File: config.mk
export PLATFORM = sky130hd
export DESIGN_NAME = seq_detect_onehot
export DESIGN_NICKNAME = d
export VERILOG_FILES = /design/src/rtl/seq_detect_pkg.sv /design/src/rtl/seq_detect_onehot_next.sv /design/src/rtl/seq_detect_onehot.sv
export SDC_FILE = /design/constraint.sdc
export NUM_CORES = 1
export LEC_CHECK = 0
export BUFFER_PORTS_ARGS = -buffer_cell sky130_fd_sc_hd__clkbuf_2
export CORE_UTILIZATION = 57
export CTS_CLUSTER_SIZE = 12
export DETAILED_ROUTE_END_ITERATION = 8
export PLACE_DENSITY = 0.92
export SYNTH_ARGS = -nofsm -noshare
export SYNTH_HDL_FRONTEND = slang
export SYNTH_SLANG_ARGS = --single-unit
File: constraint.sdc
create_clock -name clk -period 2.49 [get_ports clk]
set_input_delay 0.249 -clock clk [delete_from_list [all_inputs] [get_ports clk]]
set_output_delay 0.249 -clock clk [all_outputs]
set_load 0.01 [all_outputs]
File: src/rtl/seq_detect_pkg.sv
// Shared constants and pattern helpers for the one-hot sequence detector.
// Patterns are passed zero-padded to MAX_PAT_W, so one helper set serves every DEPTH/SYM_W.
package seq_detect_pkg;

  localparam int IDLE_IDX  = 0;
  localparam int MAX_DEPTH = 8;
  localparam int MAX_SYM_W = 8;
  localparam int MAX_PAT_W = MAX_DEPTH * MAX_SYM_W;

  typedef enum logic [1:0] {
    UPD_HOLD,
    UPD_LOAD,
    UPD_SYMBOL
  } upd_e;

  // Symbol k of a packed pattern, zero-extended to MAX_SYM_W bits.
  function automatic logic [MAX_SYM_W-1:0] sym(input logic [MAX_PAT_W-1:0] pattern,
                                               input int k, input int symW);
    logic [MAX_PAT_W-1:0] shifted;
    logic [MAX_SYM_W-1:0] mask;
    shifted = pattern >> (k * symW);
    mask    = ~({MAX_SYM_W{1'b1}} << symW);
    return shifted[MAX_SYM_W-1:0] & mask;
  endfunction

  // Longest proper prefix of the pattern that is also its suffix.
  function automatic int border_len(input logic [MAX_PAT_W-1:0] pattern,
                                    input int depth, input int symW);
    int   best;
    logic ok;
    best = 0;
    for (int j = 1; j < MAX_DEPTH; j++) begin
      if (j < depth) begin
        ok = 1'b1;
        for (int i = 0; i < MAX_DEPTH; i++) begin
          if (i < j && sym(pattern, i, symW) != sym(pattern, depth - j + i, symW)) ok = 1'b0;
        end
        if (ok) best = j;
      end
    end
    return best;
  endfunction

endpackage

File: src/rtl/seq_detect_onehot_next.sv
// Combinational KMP-style next-state logic for the one-hot sequence detector.
module seq_next_state
  import seq_detect_pkg::*;
#(
  parameter int SYM_W   = 2,
  parameter int DEPTH   = 4,
  parameter int OVERLAP = 1
) (
  input  logic [DEPTH*SYM_W-1:0] pat_i,
  input  logic [DEPTH-1:0]       state_i,
  input  logic [SYM_W-1:0]       sym_i,
  output logic [DEPTH-1:0]       state_o,
  output logic                   match_o
);

  logic [MAX_PAT_W-1:0] patWide;
  logic [MAX_SYM_W-1:0] symWide;
  logic                 ok;
  int                   nextIdx;

  // On a mismatch from state k, fall back to the longest j whose prefix still lines up with s.
  always_comb begin
    patWide = '0;
    patWide[DEPTH*SYM_W-1:0] = pat_i;
    symWide = '0;
    symWide[SYM_W-1:0] = sym_i;
    nextIdx = IDLE_IDX;
    match_o = 1'b0;
    ok      = 1'b0;
    for (int k = 0; k < DEPTH; k++) begin
      if (state_i[k]) begin
        if (sym(patWide, k, SYM_W) == symWide) begin
          if (k == DEPTH - 1) begin
            match_o = 1'b1;
            nextIdx = (OVERLAP != 0) ? border_len(patWide, DEPTH, SYM_W) : IDLE_IDX;
          end else begin
            nextIdx = k + 1;
          end
        end else begin
          for (int j = 1; j <= k; j++) begin
            ok = (sym(patWide, j - 1, SYM_W) == symWide);
            for (int i = 0; i < j - 1; i++) begin
              if (sym(patWide, i, SYM_W) != sym(patWide, k - j + 1 + i, SYM_W)) ok = 1'b0;
            end
            if (ok) nextIdx = j;
          end
        end
      end
    end
    for (int b = 0; b < DEPTH; b++) state_o[b] = (b == nextIdx);
  end

endmodule

File: src/rtl/seq_detect_onehot.sv
// Runtime-loadable sequence recogniser with one-hot progress state,
// registered match pulse and a saturating match counter.
module seq_detect_onehot
  import seq_detect_pkg::*;
#(
  parameter int SYM_W   = 2,
  parameter int DEPTH   = 4,
  parameter int OVERLAP = 1,
  parameter int CNT_W   = 8
) (
  input  logic                   clk,
  input  logic                   init,
  input  logic                   load,
  input  logic [DEPTH*SYM_W-1:0] pattern,
  input  logic                   in_valid,
  input  logic [SYM_W-1:0]       in,
  output logic                   out,
  output logic [DEPTH-1:0]       state,
  output logic [CNT_W-1:0]       match_count
);

  localparam logic [DEPTH-1:0] IDLE_STATE = {{(DEPTH-1){1'b0}}, 1'b1};

  logic [DEPTH*SYM_W-1:0] pattern_q, pattern_d;
  logic [DEPTH-1:0]       state_q, state_d;
  logic                   out_q, out_d;
  logic [CNT_W-1:0]       count_q, count_d;
  logic [DEPTH-1:0]       nextState;
  logic                   matchHit;
  upd_e                   upd;

  seq_next_state #(
    .SYM_W  (SYM_W),
    .DEPTH  (DEPTH),
    .OVERLAP(OVERLAP)
  ) u_next (
    .pat_i  (pattern_q),
    .state_i(state_q),
    .sym_i  (in),
    .state_o(nextState),
    .match_o(matchHit)
  );

  // Load outranks a symbol, so a symbol arriving with load is simply dropped.
  always_comb begin
    upd = UPD_HOLD;
    if (load) upd = UPD_LOAD;
    else if (in_valid) upd = UPD_SYMBOL;
  end

  always_comb begin
    pattern_d = pattern_q;
    state_d   = state_q;
    out_d     = 1'b0;
    count_d   = count_q;
    case (upd)
      UPD_LOAD: begin
        pattern_d = pattern;
        state_d   = IDLE_STATE;
      end
      UPD_SYMBOL: begin
        state_d = nextState;
        out_d   = matchHit;
        if (matchHit && count_q != {CNT_W{1'b1}}) count_d = count_q + CNT_W'(1);
      end
      default: ;
    endcase
  end

  always_ff @(posedge clk) begin
    if (init) begin
      pattern_q <= '0;
      state_q   <= IDLE_STATE;
      out_q     <= 1'b0;
      count_q   <= '0;
    end else begin
      pattern_q <= pattern_d;
      state_q   <= state_d;
      out_q     <= out_d;
      count_q   <= count_d;
    end
  end

  assign out         = out_q;
  assign state       = state_q;
  assign match_count = count_q;

endmodule

# Word-level counts from Yosys, hierarchy flattened
# Cells that the tools add are included.
# word_totals
regBits	21
in_bits	14
# op_classes
n_mux	44
bitwise_logic	1
n_reduce_logical	5
eq_ne	16
addsub	1
# ops
cell	n
32-bit 2-to-1 mux	14
3-bit by 32-bit == test with 1-bit output (first input constant)	2
2-bit by 32-bit == test with 1-bit output (first input constant)	1
32-bit zero test	1
1-bit 2-to-1 mux	27
2-bit inequality test	6
8-bit by 1-bit adder with 8-bit output (second input constant)	1
2-bit == test	4
8-bit inequality test (second input constant)	1
4-bit one-hot mux with 2 select lines	1
2-bit 2-to-1 mux	2
2-bit by 1-bit == test with 1-bit output (second input constant)	1
2-bit == test (second input constant)	1
2-bit AND reduction	1
2-bit nonzero test	1
2-bit OR reduction	1
1-bit logical AND	1
1-bit NOT	1

# Longest topological paths before layout
# Gate-level depths: netlist (run 1).
# depth
depth_word	17
ltp_mapped	7
ltp_nobuf	6

# Cells and area by module
# From an unflattened synthesis (run 1), not the netlist that was laid out.
# hier_totals
cells_unflattened	149
hier_area_um2	1280.0
# modules_own_cells
mod	instances	seq_area_each_um2	area_per_inst_um2	cells_each
seq_detect_onehot	1	420.4	859.6	88
seq_next_state	1	0.0	420.4	61

# Worst setup path before layout (run 1)
# No wires, ideal clock.
# synth_path
path_kind	register to register
from	register count_q[0], in the netlist match_count[0]
to	register count_q[5], in the netlist match_count[5]
stages_incl_launch_ff	7
arrival_ns	1.544
path_buffers	0
path_slack_ns	0.818
t_required_ns	2.362
path_cell_list	dfxtp_1 > ha_1 > and3_1 > a311oi_4 > nand4_1 > xor2_1 > nor2_1
# synth_between
elab_chain_len	3
# synth_lines
element	line_no	rtl
start: declaration	seq_detect_onehot.sv:27	logic [CNT_W-1:0] count_q, count_d;
start signal: assignment	seq_detect_onehot.sv:80	count_q <= count_d;
branches (longest 3 deep; another with 8-bit by 1-bit adder with 8-bit output)	n/a	
# Parallel ways; which one is timed is not known.
# A chain may end at the register's enable or synchronous reset.

# Worst setup path in the final report (run 1)
# layout_path
from	register pattern_q[0]
to	register state_q[0], in the netlist state[0]
# layout_between
elab_chain_len	17
# layout_lines
element	line_no	rtl
start: declaration	seq_detect_onehot.sv:24	logic [DEPTH*SYM_W-1:0] pattern_q, pattern_d;
start signal: assignment	seq_detect_onehot.sv:77	pattern_q <= pattern_d;
2-bit == test	seq_detect_onehot_next.sv:32, seq_detect_onehot_next.sv:41	
1-bit 2-to-1 mux	seq_detect_onehot_next.sv:32	if (sym(patWide, k, SYM_W) == symWide) begin
1-bit 2-to-1 mux	seq_detect_onehot_next.sv:31	if (state_i[k]) begin
32-bit 2-to-1 mux	seq_detect_onehot_next.sv:45	if (ok) nextIdx = j;
32-bit 2-to-1 mux	seq_detect_onehot_next.sv:32	
32-bit 2-to-1 mux	seq_detect_onehot_next.sv:31	
32-bit 2-to-1 mux (2 in series)	seq_detect_onehot_next.sv:45	
32-bit 2-to-1 mux	seq_detect_onehot_next.sv:32	
32-bit 2-to-1 mux	seq_detect_onehot_next.sv:31	
32-bit 2-to-1 mux (3 in series)	seq_detect_onehot_next.sv:45	
32-bit 2-to-1 mux	seq_detect_onehot_next.sv:32	
32-bit 2-to-1 mux *	seq_detect_onehot_next.sv:31	
32-bit zero test *	seq_detect_onehot_next.sv:50	for (int b = 0; b < DEPTH; b++) state_o[b] = (b == nextIdx);
4-bit one-hot mux with 2 select lines *	seq_detect_onehot.sv:56	case (upd)
end signal: assignment	seq_detect_onehot.sv:78	state_q <= state_d;
end: declaration	seq_detect_onehot.sv:25	logic [DEPTH-1:0] state_q, state_d;
# Every way passes the cells marked *; elsewhere a longest branch is shown, timed or not. The select of a mux whose other input is x is not followed.

==> reports/metrics.csv, run 1 <==
stage,metric,value,unit
worst_setup_path,WP buf/inv,1,
drt,WL per Instance,13.29,um
timing,fin crit period,1.881,ns
outcome,status,completed,
finish,antenna cells,0,
synthesis,largest family of logic cells by synthesized area,simple AND/OR/NAND/NOR gates,
synthesis,sequential element share of the synthesized area,0.3418,
clocking,Num Clock Sinks,21,
placement,Cell Count Post-Placement,182,
drt,Via-to-Cell Ratio,5.645,
timing,Final Hold Vio Count,0,
clocking,CTS tree,done,
drt,# DRC,0,
worst_setup_path,CP max-delay cell,dfxtp_1,
clocking,Worst-Skew Late Latency,0.30,ns
timing,final hold slack,0.1767,ns
synthesis,post-synth top area share,0.3418,
run,max-cap check violation count,0,
timing,Setup Viol. Count Final,0,
synthesis,synthesized area,1230,um2
placement,DP Wirelength,1975,um
placement,# port buffers,26,
synthesis,Synth Flop Type,dfxtp_1,
worst_setup_path,CP Cell Sequence,xor2_1 -> nor4_1 -> o22ai_1 -> o22ai_1 -> inv_1 -> a31o_2,
drt,DR vias,1050,
worst_setup_path,CP Max Fanout,9,
timing,crit share post-route,0.7553,
synthesis,Simple-Gate Fraction of Synth Area,0.2075,
worst_setup_path,Critical Path End Type,flop,
synthesis,Mapped Nets,153,
clocking,CTS root buffer,clkbuf_4,
timing,Tightest Pin Transition,0.4782,ns
synthesis,Synth Area in Compound Gates,0.1302,
finish,layout cells sized above 1,0.2390,
worst_setup_path,"delay-heaviest family, CP",compound AO/OA/AOI/OAI gates,
floorplanning,# IOs,27,
power,leakage power,0.0006352,uW
floorplanning,Starting Density,0.6144,
timing,max-slew violation count,0,
worst_setup_path,most frequent CP cell,o22ai_1,
grt,grt met3 use,0.04088,
finish,most frequent cells in the layout,"26 x clkbuf_2, 21 x dfxtp_1, 20 x nor2_1",
synthesis,Yosys Warn Count,0,
timing,RSZ-0062 raised after global routing,false,
synthesis,Synth Area per Inst,8.913,um2
timing,TNS Setup,0,ns
floorplanning,# rows,16,
timing,clock skew,0.006628,ns
power,Power Density,459.2,nW/um2
drt,drt first pass iters,4,
min_path,HP Start,pattern[4],
placement,dpl ws,0.5985,ns
clocking,Hold Buf Count CTS,0,
worst_setup_path,crit path launch,pattern_q[0]$_SDFFE_PP0N_,
synthesis,Post-synth EDFFs,0,
clocking,clk buf depth,2,
grt,initial antenna violation count,0,
finish,final non-filler cell total,186,
clocking,Post CTS Setup Buffer Count,0,
grt,GRT Util Overall,0.2350,
drt,"antenna viol nets, final",0,
synthesis,Adder-Cell Fraction of Synth Area,0.01017,
grt,GRT met1 Usage,0.2520,
floorplanning,core box area,2002,um2
floorplanning,Die Width,48.45,um
worst_setup_path,Worst EP arrival,2.09,ns
clocking,H-tree depth,1,
finish,Layout area overhead,10.68,%
synthesis,Yosys top cell by area,dfxtp_1,
synthesis,synth unique cells,34,
placement,gp weighted congestion,0.9340,
timing,Setup WS post-layout,0.6094,ns
synthesis,post-synthesis mux area share,0.07325,
worst_setup_path,Worst EP required,2.70,ns
worst_setup_path,RR Startpoint,pattern_q[0]$_SDFFE_PP0N_,
worst_setup_path,crit path kind,flop to flop,
finish,"leading cell type in the layout, fill and taps excluded",clkbuf_2,
power,maximum vdd ir drop,326.6,uV
clocking,Num CTS Buffers,3,
synthesis,Yosys reg bits,21,
worst_setup_path,startpoint types,flop,
grt,GR peak layer,met2,
floorplanning,Die Ht,48.45,um
grt,vias in the first global route,991,
grt,first-pass GRT wire length,4243,um
drt,Routed WL,2472,um
clocking,"CTS clk-pin slew, worst paths",0.12,ns
min_path,Hold Crit Class,input pin to flop,
worst_setup_path,CP max stage delay,0.55,ns
grt,GRT overflow,0,
timing,Max Clock Freq,531.7,MHz
synthesis,Post-Synth XOR/XNOR Area,0.1760,
grt,met2 Use GR,0.4366,
drt,Starting DRT DRC Count,21,
floorplanning,DIE AREA,2347,um2
synthesis,synth top area cells,"dfxtp_1 34%, xor2_1 11%, mux2i_1 7.3%",
finish,Final Net Count,175,
timing,Slew HR,0.6812,
grt,largest net degree at the start of global routing,19,
synthesis,async set or reset register ratio after synthesis,0,
synthesis,Syn Inst Count,138,
clocking,CTS resizes,0,
synthesized netlist by cell type, types with 4 or more instances:
| library cell | number |
|---|---|
| xor2_1 | 16 |
| nor2_1 | 20 |
| mux2i_1 | 9 |
| o21ai_0 | 4 |
| and3_1 | 7 |
| inv_1 | 4 |
| dfxtp_1 | 21 |
| nor3_1 | 5 |
| xnor2_1 | 5 |
| nand2_1 | 7 |
worst reg2reg max path, stage by stage (launching register included):
cell and delay [ns]:
dfxtp_1 0.55, xor2_1 0.15, nor4_1 0.37, o22ai_1 0.15
o22ai_1 0.26, inv_1 0.09, a31o_2 0.23
routing by layer:
layer | wire length, um | vias to the layer above
met3 | 116 | 9
met4 | 66 | 0
li1 | - | 521
met1 | 1006 | 484
met5 | 0 | -
met2 | 1283 | 36
path summary, 6_finish.rpt:
check | end | slack [ns] | cells past startpoint
setup reg to reg | state[0]$_SDFFE_PP1P_ | 0.61 | 6
setup / recovery | state[0]$_SDFFE_PP1P_ | 0.61 | 6
hold / removal | pattern_q[4]$_SDFFE_PP0N_ | 0.18 | 3
hold reg to reg | state[1]$_SDFFE_PP0P_ | 0.53 | 2
power breakdown:
group / switching [uW] / leakage (uW) / internal, uW
Sequential: 18.2 / 0.000171 / 345
Combinational: 54.4 / 0.000447 / 47.0
Clock: 101 / 0.0000177 / 59.9
kinds of logic (layout without fill, tap and decap cells):
logic type | Yosys count | after routing
compound gates | 19 | 19
xor+xnor | 23 | 23
fa+ha+maj | 1 | 1
buf+inv | 13 | 34
flops | 21 | 21
mux | 9 | 9
simple gates | 52 | 52
per-stage QoR:
stage	instance area, um2	util	total power, uW
final	1361	0.6800	625.1
after global routing	1361	0.6800	658.4
after CTS	1361	0.6800	629.9
after detailed placement	1334	0.6663	471.3
after global placement	1334	0.6663	465.8
after floorplan	1230	-	451.3
sequential cells by signal, indices dropped and copies added (netlist names):
name and cells:
out 1, pattern_q 8, state 4, match_count 8
cell type report:
type                            count  area, um2
Clock buffer                        3      22.52
Clock inverter                      1      5.005
Fill cell                         181      640.6
Inverter                            4      15.01
Multi-Input combinational cell    104      734.5
Sequential cell                    21      420.4
Tap cell                           27      33.78
Timing Repair Buffer               26      130.1
(Power assumes the default switching activity.)
==> inputs of run 2 (changes only) <==
--- a/config.mk
+++ b/config.mk
@@ -6,10 +6,10 @@
 export NUM_CORES = 1
 export LEC_CHECK = 0
 export BUFFER_PORTS_ARGS = -buffer_cell sky130_fd_sc_hd__clkbuf_2
-export CORE_UTILIZATION = 57
+export CORE_UTILIZATION = 48
 export CTS_CLUSTER_SIZE = 12
 export DETAILED_ROUTE_END_ITERATION = 8
-export PLACE_DENSITY = 0.92
+export PLACE_DENSITY = 0.84
 export SYNTH_ARGS = -nofsm -noshare
 export SYNTH_HDL_FRONTEND = slang
 export SYNTH_SLANG_ARGS = --single-unit
==> constraint.sdc (replaced) <==
create_clock -name clk -period 1.6 [get_ports clk]
set_input_delay 0.16 -clock clk [delete_from_list [all_inputs] [get_ports clk]]
set_output_delay 0.16 -clock clk [all_outputs]
set_load 0.01 [all_outputs]
==> run 2 against run 1 <==
The run now ends with negative setup slack left. Via count grew 16%. Count of clock-buffer cells in the layout is 1 higher. Routed wire length is 47% higher. Clock skew rose by 0.0013 ns. Die area grew 18%. Flip-flop and latch count stayed put. Utilization rose by 11 points. Final cell count rose by 15%. Power is 79% higher. Clock power increased by 66%. Critical path type unchanged. Critical endpoint unchanged. Largest cell class unchanged.
==> reports/metrics.csv, run 2 (synthesis results as in run 1) <==
stage,metric,value,unit
outcome,status,"complete, but fails checks",
outcome,violated checks,negative setup slack,
finish,Final Net Count,202,
finish,antenna cells,0,
worst_setup_path,reg2reg setup slack,-0.11,ns
drt,"antenna viol nets, final",0,
worst_setup_path,crit path kind,flop to flop,
clocking,"CTS clk-pin slew, worst paths",0.13,ns
timing,TNS Setup,-0.2880,ns
placement,Cell Count Post-Placement,206,
finish,fill count,156,
timing,Final Hold Vio Count,0,
floorplanning,# rows,17,
timing,Setup WS post-layout,-0.1105,ns
power,Sw Share,0.3121,
placement,gp weighted congestion,0.9332,
grt,vias in the first global route,1249,
worst_setup_path,Worst EP arrival,1.93,ns
timing,fin crit period,1.710,ns
finish,fin util,0.7868,
floorplanning,DIE AREA,2769,um2
floorplanning,Die Ht,52.62,um
placement,dpl ws,-0.1913,ns
worst_setup_path,R2R cell count,6,
grt,initial antenna violation count,0,
power,Gate power share,0.255,
floorplanning,# IOs,27,
finish,Layout area overhead,48.32,%
drt,Routed WL,3628,um
power,Power Density,614.6,nW/um2
drt,Starting DRT DRC Count,21,
drt,DR vias,1214,
timing,Tightest Pin Transition,0.4332,ns
worst_setup_path,Critical Path End Type,flop,
grt,largest net degree at the start of global routing,19,
worst_setup_path,CP Max Fanout,5,
clocking,clk buf depth,2,
clocking,Num Clock Sinks,21,
floorplanning,Starting Density,0.5305,
worst_setup_path,R2R Path End,state[0]$_SDFFE_PP1P_,
power,Int Pwr,771.3,uW
timing,crit share post-route,1.069,
drt,Via-to-Cell Ratio,5.673,
clocking,CTS root buffer,clkbuf_4,
power,clock power share,0.238,
clocking,H-tree depth,1,
clocking,Worst-Skew Late Latency,0.31,ns
floorplanning,core box area,2318,um2
finish,layout cells sized above 1,0.5000,
drt,# DRC,0,
min_path,Hold Crit Class,input pin to flop,
finish,"leading cell type in the layout, fill and taps excluded",clkbuf_2,
run,max-cap check violation count,0,
timing,max-slew violation count,0,
clocking,CTS tree,done,
min_path,hold worst-path end,pattern_q[6]$_SDFFE_PP0N_,
placement,# port buffers,26,
min_path,HP Start,pattern[6],
finish,register area,447.9,um2
worst_setup_path,Worst EP required,1.82,ns
grt,GRT Util Overall,0.2801,
worst_setup_path,startpoint types,flop,
power,part of the power in registers,0.507,
grt,first-pass GRT wire length,5595,um
worst_setup_path,RR Startpoint,pattern_q[2]$_SDFFE_PP0N_,
grt,GRT overflow,0,
power,leakage power,0.0008277,uW
timing,Slew HR,0.7108,
min_path,Hold Path Cell Cnt,3,
finish,Multi-input gate area,955.9,um2
drt,WL per Instance,16.95,um
power,maximum vdd ir drop,608.1,uV
timing,clock skew,0.007913,ns
timing,Setup Viol. Count Final,4,
power,P_sw,350.0,uW
clocking,Num CTS Buffers,3,
floorplanning,Die Width,52.62,um
clocking,Hold Buf Count CTS,0,
power,Overall Power,1121,uW
finish,final non-filler cell total,214,
placement,DP Wirelength,2298,um
timing,Max Clock Freq,584.6,MHz
drt,drt first pass iters,4,
timing,RSZ-0062 raised after global routing,true,
finish,most frequent cells in the layout,"26 x clkbuf_2, 24 x buf_4, 19 x nor2_1",
## run 2: worst max path at each step
stage / start / end / slack (ns) / depth (start not counted)
floorplan: pattern_q[6]$_SDFFE_PP0N_ / match_count[5]$_SDFFE_PP0P_ / -0.002 / 6
global placement: pattern_q[1]$_SDFFE_PP0N_ / state[0]$_SDFFE_PP1P_ / -0.07 / 6
detailed placement: pattern_q[0]$_SDFFE_PP0N_ / state[0]$_SDFFE_PP1P_ / -0.19 / 6
CTS: pattern_q[5]$_SDFFE_PP0N_ / state[0]$_SDFFE_PP1P_ / 0.002 / 7
global route: pattern_q[6]$_SDFFE_PP0N_ / state[0]$_SDFFE_PP1P_ / -0.15 / 6
finish: pattern_q[2]$_SDFFE_PP0N_ / state[0]$_SDFFE_PP1P_ / -0.11 / 6
## run 2: power by group through the flow
stage                     registers [uW]  logic [uW]  clock network [uW]
final                                568         286                 267
after global routing                 571         304                 294
after CTS                            561         258                 269
after detailed placement             572         204                   0
after global placement               571         195                   0
after floorplan                      560         144                   0
## run 2: layer usage
| layer | global-route usage | vias to the layer above | share of wire |
|---|---|---|---|
| met5 | 0 | - | 0 |
| met4 | 0.1184 | 0 | 0.029 |
| met3 | 0.07536 | 9 | 0.045 |
| met2 | 0.5232 | 48 | 0.54 |
| met1 | 0.2872 | 587 | 0.38 |
| li1 | - | 570 | - |
## run 2: area by class of cell
type                       count  share of cell area
multi-input combinational    104              0.5240
timing repair buffer          53              0.1886
clock buffer                   4             0.01440
inverter                       4            0.008230
sequential                    21              0.2455
tap                           28             0.01920
## run 2: worst max-delay path, cell delays in order (launching register included)
cell	delay [ns]
dfxtp_4	0.41
xor2_4	0.21
nor3b_4	0.35
a211oi_4	0.08
o22ai_2	0.29
inv_2	0.08
a31o_2	0.21
## run 2: through the flow
| step | hold slack, ns | cell area, um2 |
|---|---|---|
| floorplan | 0.3051 | 1240 |
| global placement | 0.3957 | 1515 |
| detailed placement | 0.4088 | 1515 |
| CTS | 0.08556 | 1738 |
| global route | 0.09574 | 1824 |
| finish | 0.09131 | 1824 |
## run 2: what timing repair did
item / CTS / global route
gates cloned: 0 / 0
setup endpoints to repair: 7 / 9
resized for setup: 40 / 10
buffers inserted: 3 / 2
pin swaps: 20 / 9
==> inputs of run 3 (changes only) <==
--- a/config.mk
+++ b/config.mk
@@ -6,10 +6,10 @@
 export NUM_CORES = 1
 export LEC_CHECK = 0
 export BUFFER_PORTS_ARGS = -buffer_cell sky130_fd_sc_hd__clkbuf_2
-export CORE_UTILIZATION = 48
+export CORE_UTILIZATION = 57
 export CTS_CLUSTER_SIZE = 12
 export DETAILED_ROUTE_END_ITERATION = 8
-export PLACE_DENSITY = 0.84
+export PLACE_DENSITY = 0.92
 export SYNTH_ARGS = -nofsm -noshare
 export SYNTH_HDL_FRONTEND = slang
 export SYNTH_SLANG_ARGS = --single-unit
==> constraint.sdc (replaced) <==
create_clock -name clk -period 2.2 [get_ports clk]
set_input_delay 0.22 -clock clk [delete_from_list [all_inputs] [get_ports clk]]
set_output_delay 0.22 -clock clk [all_outputs]
set_load 0.01 [all_outputs]
==> run 3 against run 2 <==
Critical path depth unchanged. Routed wire length decreased by 31%. Largest cell class unchanged. Die area decreased by 15%. Highest routed layer unchanged. Setup slack improved by 0.43 ns. Sequential power decreased by 28%. Clock power decreased by 32%. Combinational power decreased by 59%. Count of clock-buffer cells in the layout decreased by 1. Maximum frequency decreased by 9.2%. The run now ends clean.
==> reports/metrics.csv, run 3 (synthesis results as in run 1) <==
stage,metric,value,unit
drt,WL per Instance,13.45,um
worst_setup_path,reg2reg setup slack,0.32,ns
worst_setup_path,Worst path depth,6,
outcome,status,completed,
worst_setup_path,most frequent CP cell,o22ai_1,
clocking,Post CTS Setup Buffer Count,0,
finish,Final Cell Area,1361,um2
grt,GRT overflow,0,
worst_setup_path,crit path kind,flop to flop,
worst_setup_path,CP max-delay cell,dfxtp_1,
drt,"antenna viol nets, final",0,
drt,Routed WL,2502,um
timing,Slew HR,0.6917,
clocking,Num CTS Buffers,3,
drt,Via-to-Cell Ratio,5.710,
power,Power Density,521.6,nW/um2
worst_setup_path,Worst EP arrival,2.09,ns
placement,DP Wirelength,1942,um
worst_setup_path,Critical Path End Type,flop,
timing,TNS Setup,0,ns
clocking,Worst-Skew Late Latency,0.30,ns
finish,Multi-input gate area,734.5,um2
placement,# port buffers,26,
floorplanning,Die Width,48.45,um
power,leakage power,0.0006352,uW
clocking,CTS root buffer,clkbuf_4,
finish,register area,420.4,um2
drt,drt first pass iters,4,
floorplanning,# rows,16,
worst_setup_path,CP max stage delay,0.55,ns
min_path,Hold Crit Class,input pin to flop,
timing,Max Clock Freq,530.9,MHz
floorplanning,# IOs,27,
worst_setup_path,startpoint types,flop,
timing,Final Hold Vio Count,0,
floorplanning,core box area,2002,um2
timing,max-slew violation count,0,
clocking,H-tree depth,1,
timing,Setup Viol. Count Final,0,
finish,fill count,168,
timing,RSZ-0062 raised after global routing,false,
worst_setup_path,CP Max Fanout,9,
drt,Starting DRT DRC Count,15,
clocking,clk buf depth,2,
worst_setup_path,CP Cell Sequence,xor2_1 -> nor4_1 -> o22ai_1 -> o22ai_1 -> inv_1 -> a31o_2,
placement,gp weighted congestion,0.9370,
finish,Layout area overhead,10.68,%
power,maximum vdd ir drop,381.2,uV
finish,antenna cells,0,
clocking,CTS resizes,0,
worst_setup_path,"delay-heaviest family, CP",compound AO/OA/AOI/OAI gates,
clocking,CTS tree,done,
drt,# DRC,0,
grt,initial antenna violation count,0,
floorplanning,Die Ht,48.45,um
floorplanning,Starting Density,0.6144,
finish,most frequent cells in the layout,"26 x clkbuf_2, 21 x dfxtp_1, 20 x nor2_1",
min_path,Hold Path Cell Cnt,3,
clocking,Hold Buf Count CTS,0,
worst_setup_path,WP buf/inv,1,
grt,largest net degree at the start of global routing,19,
placement,"Cell Area, Placed",1334,um2
timing,Tightest Pin Transition,0.4624,ns
finish,Final Net Count,175,
finish,"leading cell type in the layout, fill and taps excluded",clkbuf_2,
run,max-cap check violation count,0,
finish,layout cells sized above 1,0.2390,
timing,fin crit period,1.884,ns
grt,first-pass GRT wire length,4167,um
floorplanning,DIE AREA,2347,um2
timing,crit share post-route,0.8561,
clocking,Num Clock Sinks,21,
worst_setup_path,Worst EP required,2.41,ns
worst_setup_path,R2R cell count,6,
grt,GRT Util Overall,0.2293,
clocking,"CTS clk-pin slew, worst paths",0.12,ns
timing,clock skew,0.004041,ns
drt,DR vias,1062,
grt,vias in the first global route,995,
## run 3: cell count changes in the layout (fill, tap and decap cells not counted), sizes merged
| cell | previous run | this run |
|---|---|---|
| buf | 27 | 0 |
| clkbuf | 30 | 29 |
| clkinv | 0 | 1 |
## run 3: metal layers
metal,routed length [um],share of wire,vias up,track usage
met5,0,0,-,0
met4,57,0.023,0,0.1176
met3,88,0.035,6,0.03774
met2,1283,0.51,33,0.4343
met1,1073,0.43,499,0.2411
li1,-,-,524,-
## run 3: final timing paths
check                             from                        end
max reg2reg  pattern_q[0]$_SDFFE_PP0N_      state[0]$_SDFFE_PP1P_
min reg2reg      state[1]$_SDFFE_PP0P_      state[1]$_SDFFE_PP0P_
max          pattern_q[0]$_SDFFE_PP0N_      state[0]$_SDFFE_PP1P_
min                         pattern[3]  pattern_q[3]$_SDFFE_PP0N_
## run 3: layout make-up
cell class	count	share of cell area
clock inverter	1	0.003676
tap	27	0.02482
sequential	21	0.3088
inverter	4	0.01103
multi-input combinational	104	0.5395
timing repair buffer	26	0.09559
clock buffer	3	0.01654
## run 3: worst min-delay path: cells and delay by family
kind	cells	cell delay, ns
mux	1	0.05
simple gates	1	0.07
buf+inv	1	0.07
## run 3: through the flow
step | util | hold slack [ns] | std cells | setup WS [ns] | total power, uW
6_report | 0.6800 | 0.1516 | 186 | 0.3165 | 710.0
3_3_place_gp | 0.6663 | 0.4576 | 182 | 0.4235 | 528.1
2_1_floorplan | - | 0.3651 | 138 | 0.5282 | 510.8
5_1_grt | 0.6800 | 0.1381 | 186 | 0.1652 | 749.9
3_5_place_dp | 0.6663 | 0.4654 | 182 | 0.3351 | 534.9
4_1_cts | 0.6800 | 0.1454 | 186 | 0.3271 | 718.6
## run 3: power by group
group          internal [uW]  switching [uW]  leakage, uW
registers                390            20.1     0.000171
logic                   53.3            64.9     0.000447
clock network           67.7             114    0.0000177
